### config.mk
export PLATFORM = sky130hd
export DESIGN_NAME = fifo_wr_arbiter
export DESIGN_NICKNAME = d
export VERILOG_FILES = /design/src/rtl/fifo_wr_arbiter.sv
export SDC_FILE = /design/constraint.sdc
export NUM_CORES = 1
export LEC_CHECK = 0
export CORE_ASPECT_RATIO = 1.5
export CORE_MARGIN = 3
export CORE_UTILIZATION = 30
export CTS_CLUSTER_DIAMETER = 60
export DETAILED_ROUTE_END_ITERATION = 7
export HOLD_SLACK_MARGIN = 0.06
export PLACE_DENSITY = 0.8
export SKIP_LAST_GASP = 1
export SYNTH_ARGS = -nofsm -noshare
export SYNTH_HDL_FRONTEND = slang
export SYNTH_SLANG_ARGS = --single-unit
### constraint.sdc
create_clock -name clk -period 3.9 [get_ports clk]
set_input_delay 0.585 -clock clk [delete_from_list [all_inputs] [get_ports clk]]
set_output_delay 0.585 -clock clk [all_outputs]
set_load 0.02 [all_outputs]
### src/rtl/fifo_wr_arbiter.sv
// Round-robin arbiter sharing one sync FIFO write port among NUM_REQ valid/ready producers.
// Latency: 1 arbitration cycle in IDLE, then one beat per cycle straight through to the FIFO.
// Backpressure: fifo_full drops the granted req_ready; the grant is held and the beat is not counted.
//
// Ports:
//   clk, rst             - single clock, synchronous active-high reset
//   req_valid/req_ready  - per-producer handshake; producer i data in req_data[i*DATA_WIDTH +: DATA_WIDTH]
//   fifo_full/fifo_wr_en/fifo_data_in - FIFO write port
//   grant_valid/grant_id - current (or last) grant holder
//   stat_sel/stat_clr/stat_count - per-producer written-beat counters, present only
//                          when FIFO_ARB_STATS_EN is defined
module fifo_wr_arbiter #(
   parameter int DATA_WIDTH = 8,
   parameter int NUM_REQ    = 4,
   parameter int ID_WIDTH   = 2,
   parameter int MAX_BURST  = 4
) (
   input  logic                          clk,
   input  logic                          rst,
   input  logic [NUM_REQ-1:0]            req_valid,
   input  logic [NUM_REQ*DATA_WIDTH-1:0] req_data,
   output logic [NUM_REQ-1:0]            req_ready,
   input  logic                          fifo_full,
   output logic                          fifo_wr_en,
   output logic [DATA_WIDTH-1:0]         fifo_data_in,
   output logic                          grant_valid,
   output logic [ID_WIDTH-1:0]           grant_id
`ifdef FIFO_ARB_STATS_EN
   ,
   input  logic [ID_WIDTH-1:0]           stat_sel,
   input  logic                          stat_clr,
   output logic [15:0]                   stat_count
`endif
);

   localparam int                CNT_W     = $clog2(MAX_BURST) + 1;
   localparam logic [ID_WIDTH:0] NREQ      = (ID_WIDTH+1)'(NUM_REQ);
   localparam logic [CNT_W-1:0]  LAST_BEAT = CNT_W'(MAX_BURST - 1);

   typedef enum logic {
      IDLE  = 1'b0,
      BURST = 1'b1
   } state_t;

   state_t               state_q, state_d;
   logic [ID_WIDTH-1:0]  grant_id_q, grant_id_d;
   logic [ID_WIDTH-1:0]  rr_ptr_q, rr_ptr_d;
   logic [CNT_W-1:0]     beat_cnt_q, beat_cnt_d;

   logic [DATA_WIDTH-1:0] req_data_arr [NUM_REQ];
   logic                  gnt_vld;
   logic                  xfer;
   logic                  arb_found;
   logic [ID_WIDTH-1:0]   arb_winner;
   logic [ID_WIDTH:0]     cand;
   logic [ID_WIDTH:0]     gnt_inc;
   logic [ID_WIDTH-1:0]   next_ptr;

   // Unpack the flat producer data bus.
   for (genvar gi = 0; gi < NUM_REQ; gi++) begin : g_unpack
      assign req_data_arr[gi] = req_data[gi*DATA_WIDTH +: DATA_WIDTH];
   end

   assign gnt_vld = req_valid[grant_id_q];

   // A beat moves only in BURST with the owner valid and FIFO space; a beat
   // presented during reset is dropped so nothing is written mid-reset.
   assign xfer = (state_q == BURST) && gnt_vld && !fifo_full && !rst;

   // Rotating priority search starting at rr_ptr. The candidate index is
   // reduced modulo NUM_REQ explicitly so non-power-of-two counts wrap correctly.
   always_comb begin
      arb_found  = 1'b0;
      arb_winner = '0;
      cand       = '0;
      for (int k = 0; k < NUM_REQ; k++) begin
         cand = {1'b0, rr_ptr_q} + (ID_WIDTH+1)'(k);
         if (cand >= NREQ) begin
            cand = cand - NREQ;
         end
         if (!arb_found && req_valid[cand[ID_WIDTH-1:0]]) begin
            arb_found  = 1'b1;
            arb_winner = cand[ID_WIDTH-1:0];
         end
      end
   end

   // Pointer handed back on burst exit: owner + 1, wrapping at NUM_REQ.
   always_comb begin
      gnt_inc  = {1'b0, grant_id_q} + (ID_WIDTH+1)'(1);
      next_ptr = gnt_inc[ID_WIDTH-1:0];
      if (gnt_inc >= NREQ) begin
         next_ptr = '0;
      end
   end

   // Next-state logic.
   always_comb begin
      state_d    = state_q;
      grant_id_d = grant_id_q;
      rr_ptr_d   = rr_ptr_q;
      beat_cnt_d = beat_cnt_q;
      case (state_q)
         IDLE: begin
            if (arb_found) begin
               state_d    = BURST;
               grant_id_d = arb_winner;
               beat_cnt_d = '0;
            end
         end
         BURST: begin
            if (!gnt_vld) begin
               // Owner went idle: release without writing.
               state_d  = IDLE;
               rr_ptr_d = next_ptr;
            end else if (xfer) begin
               beat_cnt_d = beat_cnt_q + CNT_W'(1);
               if (beat_cnt_q == LAST_BEAT) begin
                  state_d  = IDLE;
                  rr_ptr_d = next_ptr;
               end
            end
            // Owner valid but FIFO full: hold everything, cycle not counted.
         end
         default: begin
            state_d = IDLE;
         end
      endcase
   end

   // Outputs.
   always_comb begin
      req_ready = '0;
      if ((state_q == BURST) && !fifo_full && !rst) begin
         req_ready[grant_id_q] = 1'b1;
      end
   end

   assign fifo_wr_en   = xfer;
   assign fifo_data_in = req_data_arr[grant_id_q];
   assign grant_valid  = (state_q == BURST);
   assign grant_id     = grant_id_q;

   always_ff @(posedge clk) begin
      if (rst) begin
         state_q    <= IDLE;
         grant_id_q <= '0;
         rr_ptr_q   <= '0;
         beat_cnt_q <= '0;
      end else begin
         state_q    <= state_d;
         grant_id_q <= grant_id_d;
         rr_ptr_q   <= rr_ptr_d;
         beat_cnt_q <= beat_cnt_d;
      end
   end

`ifdef FIFO_ARB_STATS_EN
   logic [15:0] stat_cnt_q [NUM_REQ];
   logic [15:0] stat_cnt_d [NUM_REQ];

   // Saturating per-producer beat counters; clear wins over a same-cycle write.
   always_comb begin
      for (int i = 0; i < NUM_REQ; i++) begin
         stat_cnt_d[i] = stat_cnt_q[i];
         if (stat_clr) begin
            stat_cnt_d[i] = '0;
         end else if (fifo_wr_en && (grant_id_q == ID_WIDTH'(i)) &&
                      (stat_cnt_q[i] != 16'hFFFF)) begin
            stat_cnt_d[i] = stat_cnt_q[i] + 16'd1;
         end
      end
   end

   // Selects beyond NUM_REQ read as zero.
   always_comb begin
      stat_count = '0;
      for (int i = 0; i < NUM_REQ; i++) begin
         if (stat_sel == ID_WIDTH'(i)) begin
            stat_count = stat_cnt_q[i];
         end
      end
   end

   always_ff @(posedge clk) begin
      if (rst) begin
         for (int i = 0; i < NUM_REQ; i++) begin
            stat_cnt_q[i] <= '0;
         end
      end else begin
         for (int i = 0; i < NUM_REQ; i++) begin
            stat_cnt_q[i] <= stat_cnt_d[i];
         end
      end
   end
`endif

endmodule

## Word-level counts from Yosys, hierarchy flattened

Index checks and enable logic that the tools add are counted.

| storage, ports and cells | value |
|---|---|
| bits of input ports | 39 |
| output and inout port bits | 16 |
| bits in writable memories | 0 |
| bits in read-only memories | 0 |
| memories kept | 0 |
| register bits after elaboration | 8 |
| latch bits | 0 |

| operators by class | value |
|---|---|
| magnitude comparators | 12 |
| multipliers | 0 |
| multiplexer cells | 41 |
| shift operators | 0 |
| reductions and logical operators | 17 |
| bitwise logic cells | 2 |
| add/sub/neg operators | 9 |
| equal/unequal tests | 6 |
| div/mod/pow operators | 0 |

Operators with widths:

| kind | number |
|---|---|
| two-way mux 2 bit | 12 |
| binary-select mux 8 bit (select 2 bit) | 1 |
| two-way mux 8 bit | 2 |
| >= comparator 3 bit, second input constant | 5 |
| less-than comparator 2 x 3 -> 1 bit, second input constant | 5 |
| two-way mux 1 bit | 14 |
| binary-select mux 1 bit (select 2 bit) | 5 |
| logical AND 1 bit | 9 |
| two-way mux 3 bit | 3 |
| subtractor 2 x 1 -> 2 bit, second input constant | 4 |
| adder 2 x 1 -> 3 bit, second input constant | 2 |
| adder 2 x 2 -> 3 bit, second input constant | 2 |
| inequality test 2 bit, second input constant | 3 |
| one-hot mux 3 bit (2 select lines) | 1 |
| AND reduction 3 bit | 2 |
| logical NOT 1 bit | 5 |
| two-way mux 4 bit | 1 |
| inequality test 2 x 1 -> 1 bit, second input constant | 2 |
| adder 3 x 1 -> 3 bit, second input constant | 1 |
| equality test 3 x 2 -> 1 bit, second input constant | 1 |
| >= comparator 2 x 3 -> 1 bit, second input constant | 1 |
| inverter 2 -> 3 bit | 1 |
| demux 1 bit (select 2 bit) | 1 |
| >= comparator 2 x 1 -> 1 bit, second input constant | 1 |
| 3 further kinds | 3 |

## Depth between registers and ports, before layout

| depth | value |
|---|---|
| depth after elaboration | 16 |
| depth in mapped cells | 5 |
| gate-level depth less buffers | 4 |

## Worst setup path before layout

OpenSTA, ideal clock, no wires.

| path | value |
|---|---|
| path type | flip-flop to output port |
| start point | reg grant_id_q[0], in the netlist grant_id[0] |
| end point | out fifo_data_in[0] |
| data arrival time | 1,510 ps |
| path buffers | 1 |
| data required time | 3,315 ps |
| path slack | 1,805 ps |
| stages on the path, launching flop included | 3 |
| cells stage by stage | dfxtp_1 > buf_2 > mux4_2 |

| between the ends | value |
|---|---|
| longest elaborated chain between the ends | 4 |

Ends and longest elaborated chain:

| element | RTL line | RTL |
|---|---|---|
| start: declaration | 46 | `logic [ID_WIDTH-1:0] grant_id_q, grant_id_d;` |
| start signal: assignment | 152 | `grant_id_q <= grant_id_d;` |
| inverter 2 -> 3 bit (not written as such) | 140 | `assign fifo_data_in = req_data_arr[grant_id_q];` |
| binary-select mux 8 bit (select 2 bit) | 140 |  |
| two-way mux 8 bit (not written as such) (2 in a row) | 140 |  |
| end: declaration | 25 | `output logic [DATA_WIDTH-1:0] fifo_data_in,` |

No other way between the ends. The select of a mux whose other input is x is not followed.

## Worst setup path in the final report

| path | value |
|---|---|
| start point | in rst |
| end point | out fifo_wr_en |

| between the ends | value |
|---|---|
| longest elaborated chain between the ends | 2 |

Ends and longest elaborated chain:

| element | RTL line | RTL |
|---|---|---|
| start: declaration | 19 | `input logic rst,` |
| logical NOT 1 bit | 68 | `assign xfer = (state_q == BURST) && gnt_vld && !fifo_full && !rst;` |
| logical AND 1 bit | 68 |  |
| end: declaration | 24 | `output logic fifo_wr_en,` |

No other way between the ends.

==> results.md <==
* Count of non-filler cells in the finished layout at 152
* Clk network pwr share at 0.197
* Number of flip-flops and latches in the synthesized netlist at 8
* Pwr/cell area at 226 mW/mm^2
* Detailed Routing Iterations Pass 1 at 2
* Multi-input combinational cell area at 573 um^2
* Count of final setup violators at 0
* Share of the yosys chip area belonging to registers at 0.208
* Mean post-synth cell area at 10.2 um^2
* Clock transition at the registers of the reported paths at 0.05 ns
* Unrepaired setup endpoints after global routing: no
* DR iter-0 viols at 14
* Leakage at 0.000520 uW
* Number of enable-type register cells in the synthesized netlist at 0
* Overall global routing resource usage at 0.134
* Number of buffers inserted for hold repair after clock tree synthesis at 0
* Antenna Violating Nets Remaining at 0
* Deepest clock path buffer count at 2
* Residual DRC at 0
* Syn nets at 120
* Cell count after synthesis at 75
* Final Wtd Congestion at 0.804
* Critical path peak fanout at 11
* Number of pins exceeding their max-slew limit in the final report at 0
* Worst slew margin relative to its limit at 0.432
* Clock latency reported for the late side of the worst-skew pair at 0.25 ns
* Core region area at 0.00234 mm^2
* Library cell occupying the most area in the post-synthesis netlist: sky130_fd_sc_hd__mux4_2
* Power consumption at 305 uW
* Class of the tightest hold or removal check: reg2reg
* Cell area after layout at 0.00135 mm^2
* Switching power as a share of total power at 0.300
* Reg power frac at 0.337
* Placed standard-cell area at 0.00133 mm^2
* Final global-route overflow total at 0
* Post-CTS repair timing setup buffer count at 0
* Routed wirelength normalized by instance count at 14.8 um
* Net load switching power at 91.5 uW
* Unique masters post-synth at 32
* Worst setup EP type: output port
* Filler Cell Count at 208
* Die Footprint at 0.00322 mm^2
* Antenna Diode Count at 0
* Final worst-path cycle share at 0.790
* Clock period minus worst slack at 3.08 ns
* Kind of start point of the critical path: input port
* Largest net degree at the start of global routing at 19
* Data required time at the worst endpoint at 3.31 ns
* Fraction of layout cells with a size suffix above 1 at 0.124
* TritonCTS buffer count at 3
* Cells resized by post-CTS repair at 0
* Sequential standard cell area at 160 um^2
* Effective utilization at floorplan at 0.329
* Data arrival time of the critical path at 2.50 ns
* Commonest cells in the synthesized netlist: 8 x sky130_fd_sc_hd__dfxtp_1, 8 x sky130_fd_sc_hd__mux4_2, 6 x sky130_fd_sc_hd__ha_1
* Primary FF master, synth: sky130_fd_sc_hd__dfxtp_1
* Origin of the critical flop-to-flop path: grant_id[1]
* Largest vdd supply drop at 0.000145 V
* H-tree depth at 1
* Max frequency at 324 MHz
* Via count of the first global-routing pass at 749
* TritonCTS clock tree: built
* Final-stage net count at 176
* Root buffer selected by CTS: sky130_fd_sc_hd__clkbuf_4
* Combinational cell fraction of total power at 0.466
* Final-report hold violation count at 0
* Maxcap violations at 0
* Number of vias per cell at 5.37
* Placed cell count at 149
* Area share of the largest cell type after synthesis at 0.235
* Die Width at 47.3 um
* Share of synthesized flip-flops with an asynchronous set or reset at 0
* Overall die height at 68.0 um
* Worst Path Class, Setup: in2out
* Setup Skew at 0.00861 ns
* Worst hold margin at 0.487 ns
* Sum of negative setup slack at 0 ns
* Final wirelength at 2250 um
* Worst Hold Launch: beat_cnt_q[0]
* Number of clock sinks at 8
* Number of buffer cells added on primary ports at 54
* First element of the critical path: rst
* Wire length of the first global-routing pass at 3190 um
* Initial antenna violation count at 0
* Area added between synthesis and finish at 75.4%
* Via total after detailed routing at 816
* I/O pin count at 55
* Count of yosys warnings during synthesis at 0
* Site row count at 21
* HPWL after DPL at 1900 um
* Netlist area before placement at 768 um^2
* Main area contributors after synthesis: sky130_fd_sc_hd__mux4_2 23%, sky130_fd_sc_hd__dfxtp_1 21%, sky130_fd_sc_hd__ha_1 9.8%
* Transition time at the pin with the least slew margin at 0.851 ns
* Result of the run: completed
* Internal power contribution at 213 uW
[final timing paths]
check	to	slack, ns	cells after the start
worst max-delay path	fifo_wr_en	0.82	5
worst min-delay path	beat_cnt_q[0]	0.49	1
worst max register to register	rr_ptr_q[0]	1.94	4
worst min register to register	beat_cnt_q[0]	0.49	1
[sequential cells by signal, indices dropped and copies added (netlist names)]
name / count
beat_cnt_q: 3
grant_valid: 1
grant_id: 2
rr_ptr_q: 2
[placed cells by master (no fill, tap or decap), types with 2 or more instances in the layout]
cell type and n:
sky130_fd_sc_hd__nor3b_1 2, sky130_fd_sc_hd__nor2b_1 4, sky130_fd_sc_hd__mux4_2 8, sky130_fd_sc_hd__nand2_1 4, sky130_fd_sc_hd__dfxtp_1 8, sky130_fd_sc_hd__and2_1 4, sky130_fd_sc_hd__nand2b_1 2, sky130_fd_sc_hd__mux2i_1 4
sky130_fd_sc_hd__clkdlybuf4s50_1 54, sky130_fd_sc_hd__mux2_1 2, sky130_fd_sc_hd__nor2_1 2, sky130_fd_sc_hd__ha_1 6, sky130_fd_sc_hd__nor3_1 3, sky130_fd_sc_hd__inv_1 5, sky130_fd_sc_hd__clkbuf_4 3, sky130_fd_sc_hd__a21oi_1 3
[stage by stage]
| stage | util | worst slack, ns |
|---|---|---|
| 3_5_place_dp | 0.567 | 0.800 |
| 2_1_floorplan | - | 1.80 |
| 6_report | 0.576 | 0.818 |
| 5_1_grt | 0.576 | 0.679 |
| 3_3_place_gp | 0.567 | 0.866 |
| 4_1_cts | 0.576 | 0.794 |
[power by group through the flow]
| stage | Clock, uW | Combinational (uW) | Sequential [uW] |
|---|---|---|---|
| finish | 60.2 | 142 | 103 |
| global route | 69.4 | 152 | 105 |
| CTS | 63.9 | 144 | 103 |
| detailed placement | 0 | 143 | 104 |
| global placement | 0 | 141 | 104 |
| floorplan | 0 | 71.0 | 98.9 |
[layer usage]
layer  routed length (um)  part of all wire  GRT usage  up-vias
li1                     -                 -          -      391
met3                  320              0.14     0.0368        4
met2                 1040              0.46      0.248       55
met5                    0                 0          0        -
met4                   41             0.018     0.0519        0
met1                  848              0.38      0.133      366
[cell families after synthesis]
logic type / share of synthesized area
muxes: 0.335
buffers and inverters: 0.0456
and+or+nand+nor: 0.220
AOI/OAI and AO/OA: 0.0928
adders and majority gates: 0.0977
DFF: 0.208
[worst max-delay path, cell delays in order]
cell	delay [ns]
sky130_fd_sc_hd__clkdlybuf4s50_1	0.60
sky130_fd_sc_hd__nor3b_2	0.41
sky130_fd_sc_hd__o211ai_2	0.21
sky130_fd_sc_hd__inv_1	0.09
sky130_fd_sc_hd__clkdlybuf4s50_1	0.60
[layout make-up]
type,count,area share
clock buffer,3,0.0167
multi-input combinational,58,0.425
tap,23,0.0214
inverter,6,0.0167
sequential,8,0.119
timing repair buffer,54,0.401
Power figures use the tool's default switching activity.
==> patch 1 (same settings) <==
The option `FIFO_ARB_STATS_EN` is turned on by a define.
--- a/src/rtl/fifo_wr_arbiter.sv
+++ b/src/rtl/fifo_wr_arbiter.sv
@@ -9,6 +9,8 @@
 //   grant_valid/grant_id - current (or last) grant holder
 //   stat_sel/stat_clr/stat_count - per-producer written-beat counters, present only
 //                          when FIFO_ARB_STATS_EN is defined
+`define FIFO_ARB_STATS_EN
+
 module fifo_wr_arbiter #(
    parameter int DATA_WIDTH = 8,
    parameter int NUM_REQ    = 4,
Interface: changed (added stat_clr, stat_count and stat_sel); port bits go from 55 to 74. No check against the original RTL was run, so the function may have changed too.
==> patch 1 against the original RTL <==
Final cell count increased to 4.6 times the old value; sequential cell count grew 64; total power rose to 5.5 times the old value; global-route usage is 1.3 points higher; count of clock-buffer cells in the layout is 10 higher; utilization decreased by 18 points; combinational power grew 27%; clock skew fell by 2.8 ps; cell area rose to 4.0 times the old value; worst setup slack worse by 54 ps; maximum frequency down 1.7%; wire length rose to 5.2 times the old value; first-iteration DRC count increased to 23 times the old value; area after synthesis grew to 5.5 times the old value.
==> patch 1: results (changes against the original RTL) <==
Leak Pwr 1.74 nW (was 0.520 nW); R2R setup slack 1410 ps (was 1940 ps); fillers 1331 (was 208); worst setup path start req_valid[3] (was rst); library cells used by synthesis 52 (was 32); DP Worst Slack 771 ps (was 800 ps); CTS root buf clkbuf_16 (was clkbuf_4); drt first pass iters 4 (was 2); Hold EP beat_cnt_q[1] (was beat_cnt_q[0]); Post-synth top cells dfxtp_1, nor2_1, xnor2_1 (was dfxtp_1, mux4_2, ha_1); IO Port Bufs 73 (was 54); Multi-Input Combinational 360 (was 58); hold_ws 474 ps (was 487 ps); synthesis-stage register bit count 72 (was 8); non-clk buf share 14.2% (was 40.1%); Post-Place Cell Area 0.00514 mm² (was 0.00133 mm²); initial core utilization 31.1% (was 32.9%); RR Endpoint stat_cnt_q[1][11] (was rr_ptr_q[0]); Hold Crit Depth 2 (was 1); Die Area 0.0157 mm² (was 0.00322 mm²); NumNets Final 584 (was 176); top cells by area, synth dfxtp_1, mux4_2, xnor2_1 (was mux4_2, dfxtp_1, ha_1); Hold Path Origin beat_cnt_q[1] (was beat_cnt_q[0]); fin crit period 3140 ps (was 3080 ps); H-Tree Depth 3 (was 1); Worst Reg-to-Reg Cells 5 (was 4); number of CTS-inserted buffers 9 (was 3); aggregate routed wire length 11700 µm (was 2250 µm); status finished clean (unchanged); Seq/total area 26.7% (was 11.9%); cell area after layout 0.00541 mm² (was 0.00135 mm²); HPWL after DPL 8880 µm (was 1900 µm); DR WL/cell 16.7 µm (was 14.8 µm); Clock buf/inv share 4.95% (was 1.67%); first-pass GRT wire length 17800 µm (was 3190 µm); vias in the first global route 3537 (was 749); number of clock buffers in the layout 13 (was 3); Post-Syn Instances 463 (was 75); Worst Path Max Fanout 9 (was 11); largest net degree at the start of global routing 57 (was 19); vias per std cell 5.43 (was 5.37); arrival time of the worst setup path 2550 ps (was 2500 ps); slowest stage cell, crit path mux4_2 (was clkdlybuf4s50_1); DR iter-0 viols 319 (was 14); Slew HR 28.4% (was 43.2%); Buffers, non-clock 78 (was 54); Placer Congestion 0.937 (was 0.804); fraction of layout instances using a drive strength above 1 11.7% (was 12.4%); register area share after synthesis 33.9% (was 20.8%); peak per-stage delay on the critical path 640 ps (was 600 ps); worst skew pair latency 340 ps (was 250 ps)
==> patch 1: routing by layer <==
| metal | GRT usage, % | share of wire, % |
|---|---|---|
| met1 | 17.3 | 39 |
| met2 | 25.3 | 53 |
| met3 | 2.98 | 5.5 |
| met4 | 6.68 | 2.1 |
| met5 | 0 | 0 |
==> patch 1: cells by family (layout without fill, tap and decap cells) <==
family                   Yosys count  after routing  share of synthesized area, %
multiplexers                      32             32                          14.9
buffers and inverters             31            105                          2.89
AND/OR/NAND/NOR                  214            214                          26.5
AO/OA/AOI/OAI                     61             61                          9.93
XOR/XNOR                          43             43                          8.87
flip-flops                        72             72                          33.9
adder cells (fa/ha/maj)           10             10                          2.95
==> patch 1: power by group <==
group          internal (mW)  total (mW)  switching (mW)
registers              0.740       0.748         0.00751
clock network          0.446       0.756           0.309
logic                 0.0981       0.181          0.0824
==> patch 2 (same settings) <==
Made on the original files. Set the parameter `NUM_REQ` to 2 (it was 4).
--- a/src/rtl/fifo_wr_arbiter.sv
+++ b/src/rtl/fifo_wr_arbiter.sv
@@ -11,7 +11,7 @@
 //                          when FIFO_ARB_STATS_EN is defined
 module fifo_wr_arbiter #(
    parameter int DATA_WIDTH = 8,
-   parameter int NUM_REQ    = 4,
+   parameter int NUM_REQ    = 2,
    parameter int ID_WIDTH   = 2,
    parameter int MAX_BURST  = 4
 ) (
Ports: changed (resized req_data, req_ready and req_valid); port bits go from 55 to 35. The function was not compared with the original's and may differ.
==> patch 2 against the original RTL <==
Area after synthesis down 26%; worst setup slack improved by 83 ps; wire length down 32%; sequential cell count is the same; via count down 27%; total power down 24%; synthesized cell count shrank 17%; cell area is 30% lower; register-to-register slack better by 300 ps; maximum frequency grew 2.8%; critical endpoint unchanged; highest routed layer unchanged.
==> patch 2: results (changes against the original RTL) <==
status finished clean (unchanged); DP Worst Slack 917 ps (was 800 ps); IO Port Bufs 34 (was 54); hold_ws 479 ps (was 487 ps); fillers 167 (was 208); NumNets Final 125 (was 176); min setup slack post-route 901 ps (was 818 ps); min-delay worst type reg2reg (unchanged); register area share after synthesis 28.3% (was 20.8%); drt first pass iters 4 (was 2); R2R setup slack 2240 ps (was 1940 ps); Logic inverters 5 (was 6); Clock buf/inv share 2.38% (was 1.67%); Buffers, non-clock 34 (was 54); Total Power 232 µW (was 305 µW); non-clk buf share 35.9% (was 40.1%); worst reg2reg path startpoint grant_id[0] (was grant_id[1]); vias in the first global route 560 (was 749); Total GRT Usage 13.4% (about the same); fraction of layout instances using a drive strength above 1 6.19% (was 12.4%); Hold Path Origin grant_id[1] (was beat_cnt_q[0]); peak supply drop 209 µV (was 145 µV); library cells used by synthesis 25 (was 32); DR WL/cell 13.2 µm (was 14.8 µm); met2 usage 22.3% (was 24.8%); HPWL after DPL 1280 µm (was 1900 µm); arrival time of the worst setup path 2410 ps (was 2500 ps); Psw 65.6 µW (was 91.5 µW); top cells by area, synth dfxtp_1, mux2_1, ha_1 (was mux4_2, dfxtp_1, ha_1); Multi-Input Combinational 47 (was 58); Mean Syn Cell Area 9.14 µm² (was 10.2 µm²); Post-synth top cells dfxtp_1, mux2_1, a21oi_1 (was dfxtp_1, mux4_2, ha_1); Hold EP grant_id[1] (was beat_cnt_q[0]); power in sequential cells 91.6 µW (was 103 µW); Worst-path clk slew 50 ps (about the same); Clock Power Share 26.4% (was 19.7%); first-pass GRT wire length 2500 µm (was 3190 µm); routed via count 595 (was 816); Placer Congestion 0.803 (was 0.804); area of the multi-input gates 380 µm² (was 573 µm²); Syn. warnings 0 (unchanged); Seq cells 8 (unchanged); met1 Use GR 14.4% (was 13.3%); clock skew 0.887 ps (was 8.61 ps); Worst Path Max Fanout 13 (was 11); largest net degree at the start of global routing 15 (was 19); syn nets 88 (was 120); Hold Crit Depth 2 (was 1); Worst Reg-to-Reg Cells 3 (was 4); Leak Pwr 0.338 nW (was 0.520 nW); final non-filler cell total 117 (was 152); placed cells 114 (was 149); DR iter-0 viols 9 (was 14); max reg flops 3 (unchanged); worst-margin pin slew 549 ps (was 851 ps); met3 Track Usage GR 4.56% (was 3.68%)
==> patch 2: cell count changes after synthesis, sizes merged, moves of 3 or more <==
cell	unedited run	this run
and2	4	1
nor2b	4	0
a21oi	3	7
mux4	8	0
mux2	3	9
==> patch 2: metal layers <==
| layer | routed length [µm] | vias up | part of all wire, % |
|---|---|---|---|
| met5 | 0 | - | 0 |
| met3 | 173 | 4 | 11 |
| met1 | 649 | 255 | 42 |
| met4 | 27 | 0 | 1.8 |
| li1 | - | 298 | - |
| met2 | 687 | 38 | 45 |
==> patch 2: per-stage QoR <==
stage,instance area (µm²),util (%)
floorplan,567,-
finish,947,55.3
global placement,925,54.0
CTS,947,55.3
global route,947,55.3
detailed placement,925,54.0
==> patch 2: kinds of logic after synthesis <==
logic type,after synthesis,synth area share [%]
adder cells (fa/ha/maj),5,11.0
multiplexers,12,23.2
flip-flops,8,28.3
AO/OA/AOI/OAI,13,13.7
buffers and inverters,7,4.63
AND/OR/NAND/NOR,17,19.2
